File: src/rtl/register_file_sb.sv
// register_file_sb: integer register file with a per-register busy
// scoreboard and a sticky halt flag for the pipelined core.
// Ports: clk, reset (sync, active-high); rs1/rs2 -> rs1_dout/rs2_dout and
//   rs1_busy/rs2_busy (combinational); alloc_en/alloc_rd mark a destination
//   busy; write_enable/rd/rd_din write back and clear busy; is_ecall checks
//   rf[HALT_IDX] against HALT_VAL to set is_halted; print_reg is a flat
//   debug copy of the register array.
// Option: define RF_BYPASS_EN for same-cycle write-to-read forwarding.
module register_file_sb #(
   parameter int XLEN = 32,
   parameter int NUM_REGS = 32,
   parameter int SP_IDX = 2,
   parameter logic [XLEN-1:0] SP_INIT = XLEN'('h2ffc),
   parameter int HALT_IDX = 17,
   parameter logic [XLEN-1:0] HALT_VAL = XLEN'(10),
   localparam int AW = $clog2(NUM_REGS)
) (
   input  logic                     clk,
   input  logic                     reset,
   input  logic [AW-1:0]            rs1,
   input  logic [AW-1:0]            rs2,
   output logic [XLEN-1:0]          rs1_dout,
   output logic [XLEN-1:0]          rs2_dout,
   output logic                     rs1_busy,
   output logic                     rs2_busy,
   input  logic                     alloc_en,
   input  logic [AW-1:0]            alloc_rd,
   input  logic                     write_enable,
   input  logic [AW-1:0]            rd,
   input  logic [XLEN-1:0]          rd_din,
   input  logic                     is_ecall,
   output logic                     is_halted,
   output logic [NUM_REGS*XLEN-1:0] print_reg
);

   localparam logic [AW-1:0] HALT_A = AW'(HALT_IDX);

   logic [XLEN-1:0]     rf [NUM_REGS];
   logic [NUM_REGS-1:0] busy;
   logic                wr_hit;
   logic                byp1;
   logic                byp2;
   logic                byph;
   logic [XLEN-1:0]     halt_eff;

   assign wr_hit = write_enable && (rd != '0);

`ifdef RF_BYPASS_EN
   assign byp1 = wr_hit && (rd == rs1);
   assign byp2 = wr_hit && (rd == rs2);
   assign byph = wr_hit && (rd == HALT_A);
`else
   assign byp1 = 1'b0;
   assign byp2 = 1'b0;
   assign byph = 1'b0;
`endif

   // x0 is forced to zero on the read side as well, so it never reports
   // busy nor leaks a forwarded value.
   assign rs1_dout = (rs1 == '0) ? '0 :
                     byp1 ? rd_din : rf[rs1];
   assign rs2_dout = (rs2 == '0) ? '0 :
                     byp2 ? rd_din : rf[rs2];
   assign rs1_busy = (rs1 != '0) && busy[rs1] && !byp1;
   assign rs2_busy = (rs2 != '0) && busy[rs2] && !byp2;

   // Halt sees the same value a read port would show for HALT_IDX.
   assign halt_eff = (HALT_A == '0) ? '0 :
                     byph ? rd_din : rf[HALT_A];

   always_ff @(posedge clk) begin
      if (reset) begin
         for (int i = 0; i < NUM_REGS; i++) begin
            rf[i] <= (i == SP_IDX) ? SP_INIT : '0;
         end
         busy      <= '0;
         is_halted <= 1'b0;
      end else begin
         if (wr_hit) begin
            rf[rd]   <= rd_din;
            busy[rd] <= 1'b0;
         end
         // Later assignment wins: a new producer allocated in the
         // writeback cycle keeps the register busy.
         if (alloc_en && (alloc_rd != '0)) begin
            busy[alloc_rd] <= 1'b1;
         end
         if (is_ecall && (halt_eff == HALT_VAL)) begin
            is_halted <= 1'b1;
         end
      end
   end

   for (genvar g = 0; g < NUM_REGS; g++) begin : g_print
      assign print_reg[g*XLEN +: XLEN] = rf[g];
   end

endmodule
File: config.mk
export PLATFORM = sky130hd
export DESIGN_NAME = register_file_sb
export DESIGN_NICKNAME = d
export VERILOG_FILES = /design/src/rtl/register_file_sb.sv
export SDC_FILE = /design/constraint.sdc
export NUM_CORES = 2
export LEC_CHECK = 0
export CORE_AREA = 2 2 445 447
export CTS_BUF_LIST = sky130_fd_sc_hd__clkbuf_2 sky130_fd_sc_hd__clkbuf_4 sky130_fd_sc_hd__clkbuf_8
export CTS_CLUSTER_DIAMETER = 200
export DETAILED_ROUTE_END_ITERATION = 7
export DIE_AREA = 0 0 447 449
export HOLD_SLACK_MARGIN = 0.06
export PLACE_DENSITY = 0.57
export REMOVE_ABC_BUFFERS = 1
export SYNTH_ARGS = -nofsm -noshare
export SYNTH_HDL_FRONTEND = slang
export SYNTH_SLANG_ARGS = --single-unit
File: constraint.sdc
create_clock -name clk -period 7.85 [get_ports clk]
set_input_delay 1.57 -clock clk [delete_from_list [all_inputs] [get_ports clk]]
set_output_delay 1.57 -clock clk [all_outputs]
set_load 0.05 [all_outputs]
==> qor.yml <==
cp_slowest_cell: "a211oi_1"
start_util: 0.291
drv_slew: 0
max_freq_mhz: 136
drt_iter0_markers: 6159
clock_latency_ns: 1.00
finalInstanceArea_mm2: 0.0755
worstPathMaxFanout: 51
gr-usage-met3: 0.106
vias: 44800
fin_setup_tns_ns: 0
cp_cell_sequence: "buf_8 -> buf_4 -> mux4_2 -> nor2b_1 -> a211oi_1 -> buf_4 -> a311oi_1 -> buf_4 -> clkdlybuf4s50_1"
die_y_um: 449
synth_enable_flop_cells: 1024
cp.depth: 9
worstSetupStartpoint: "rs1[1]"
syn-instance-count: 3816
totalWireLength_mm: 352
synth-seq-cells: 1057
grt_antenna_before_repair: 69
die-area_mm2: 0.201
io_buffers: 1147
yosysTopAreaCell: "edfxtp_1"
dp_hpwl_mm: 258
place_congestion: 0.962
period_share: 0.940
worstHoldStart: "is_halted"
worstHoldEndpoint: "is_halted"
ctsResizeCount: 0
grt_max_degree: 83
worst_hold_path_type: "register to register"
firstDrtPassIters: 5
clk_transition_reported_paths_ns: 0.06
via_per_inst: 5.75
cp.buffers_inverters: 5
rows: 163
clk_path_buf_depth: 3
synth_async_sr_flop_share: 0
yosys.area.top_type_share: 0.539
end_kind: "output port"
finalHoldViolCount: 0
critical_path_class: "input pin to output port"
gr-usage-met2: 0.536
whs_ns: 0.466
final_util: 0.385
postRouteAntennaNets: 0
syn-cell-area_mm2: 0.0570
tightest_slew_ns: 1.40
ys_warn_count: 0
cp_top_family: "buffers and inverters"
post_cts_buffers: 0
h-tree-depth: 4
hold_buffers: 0
use_met1: 0.408
cts_sinks: 1057
synthTopCellsByCount: "1024 x edfxtp_1, 983 x and2_1, 450 x mux4_2, 220 x clkbuf_1, 132 x mux2i_1"
cts_tree: "yes"
peakVddDrop_v: 0.000137
grt_pass1_wl_mm: 448
synth-seq-area-share: 0.551
worstPathArrival_ns: 5.81
drc: 0
root_buffer: "clkbuf_8"
worstPathRequired_ns: 6.28
die_width_um: 447
reg2reg_depth: 4
cpPeakStageDelay_ns: 1.08
finalSetupViolations: 0
synthTopCellsByArea: "edfxtp_1 54%, mux4_2 18%, and2_1 11%, mux2i_1 2.3%, clkbuf_1 1.4%"
nets: 5028
worstHoldPathCells: 2
grt_pass1_vias: 43200
leakagePower_nw: 25.9
area_delta_synth_final_pct: 32.4
crit_top_cell: "buf_4"
core_area_mm2: 0.196
postPlaceCellArea_mm2: 0.0716
start_kind: "input pin"
yosysMostFrequentCell: "edfxtp_1"
status: "finished, final reports clean"
power_density_mw_per_mm2: 218
r2r_slack_ns: 5.17
clock_skew_ns: 0.0231
rsz0062_at_grt: "no"
r2r_end: "is_halted"
overflow: 0
fin_crit_ns: 7.38
grt_busiest_layer: "met2"
layout-drive-gt1-share: 0.243
synth_ff_type: "edfxtp_1"
rr_startpoint: "rf[17][30]"
numCtsBuffers: 194
wl_per_cell_um: 45.1
drv_cap: 0
ios: 1148
ys_types: 56
maxSlewHeadroom: 0.0650
syn_area_per_cell_um2: 14.9
grt_usage: 0.342
[cells in the final DEF (no fill, tap or decap), types with 11 or more instances in the layout]
cell type,instances
or3_1,14
nand2_1,45
nor2_4,24
a221oi_1,48
clkdlybuf4s50_1,1046
mux2i_1,132
inv_1,32
clkbuf_4,66
and2_1,981
a211oi_1,39
a311oi_1,55
nor2b_1,57
a211oi_2,27
o21ai_1,55
o21ai_0,76
buf_12,19
edfxtp_1,1024
mux4_2,450
mux2_2,66
a22oi_1,66
conb_1,32
diode_2,35
clkbuf_8,198
o21ai_4,22
clkinv_1,46
o22ai_1,16
o2111ai_1,14
dfxtp_1,33
a311oi_2,11
clkinv_2,24
buf_4,233
buf_2,36
[worst max-delay path by stage]
stage | end | slack (ns)
2_1_floorplan | rs2_dout[10] | 1.95
3_3_place_gp | rs1_dout[30] | 0.60
3_5_place_dp | rs1_dout[30] | 0.56
4_1_cts | rs1_dout[30] | 0.54
5_1_grt | rs1_dout[30] | 0.49
6_report | rs1_dout[30] | 0.47
[layout make-up]
| type | count | area (µm²) |
|---|---|---|
| flip-flops and latches | 1057 | 31400 |
| multi-input cells | 2340 | 23900 |
| inverters | 37 | 144 |
| clock inverters | 89 | 526 |
| fillers | 18500 | 121000 |
| diodes | 35 | 87.6 |
| repair buffers | 1341 | 12900 |
| well taps | 2640 | 3300 |
| clock buffers | 264 | 3220 |
[flip-flops by register name, indices dropped and copies added, names as in the netlist]
signal,count
rf,1024
busy,32
is_halted,1
[worst register-to-register path: stages, from the launching register on]
cell	delay (ns)
edfxtp_1	0.58
nor4b_1	1.04
nand4_1	0.41
or3_1	0.46
a21oi_1	0.14
[cells by family after synthesis]
group                  share of synthesized area
and+or+nand+nor                            0.129
DFF                                        0.551
muxes                                      0.219
buffers and inverters                     0.0448
AOI/OAI and AO/OA                         0.0554
other                                  0.0000658
[where the power goes]
| group | switching (W) | internal, W |
|---|---|---|
| clock network | 0.00264 | 0.00275 |
| registers | 0.000438 | 0.00652 |
| logic | 0.00286 | 0.00124 |
| total | 0.00593 | 0.0105 |
[metrics by stage]
stage / cells / setup WS [ns] / total power [W]
finish: 7803 / 0.473 / 0.0164
global route: 7776 / 0.485 / 0.0167
CTS: 7768 / 0.537 / 0.0164
detailed placement: 7415 / 0.558 / 0.0111
global placement: 7413 / 0.600 / 0.0111
floorplan: 3434 / 1.95 / 0.00892
[metal layers]
metal  part of all wire  wire, µm
met1               0.36    126000
met2               0.46    160000
met3               0.11     38500
met4              0.076     26800
met5            0.00079       278
No activity file was read; power rests on OpenSTA's default activity.
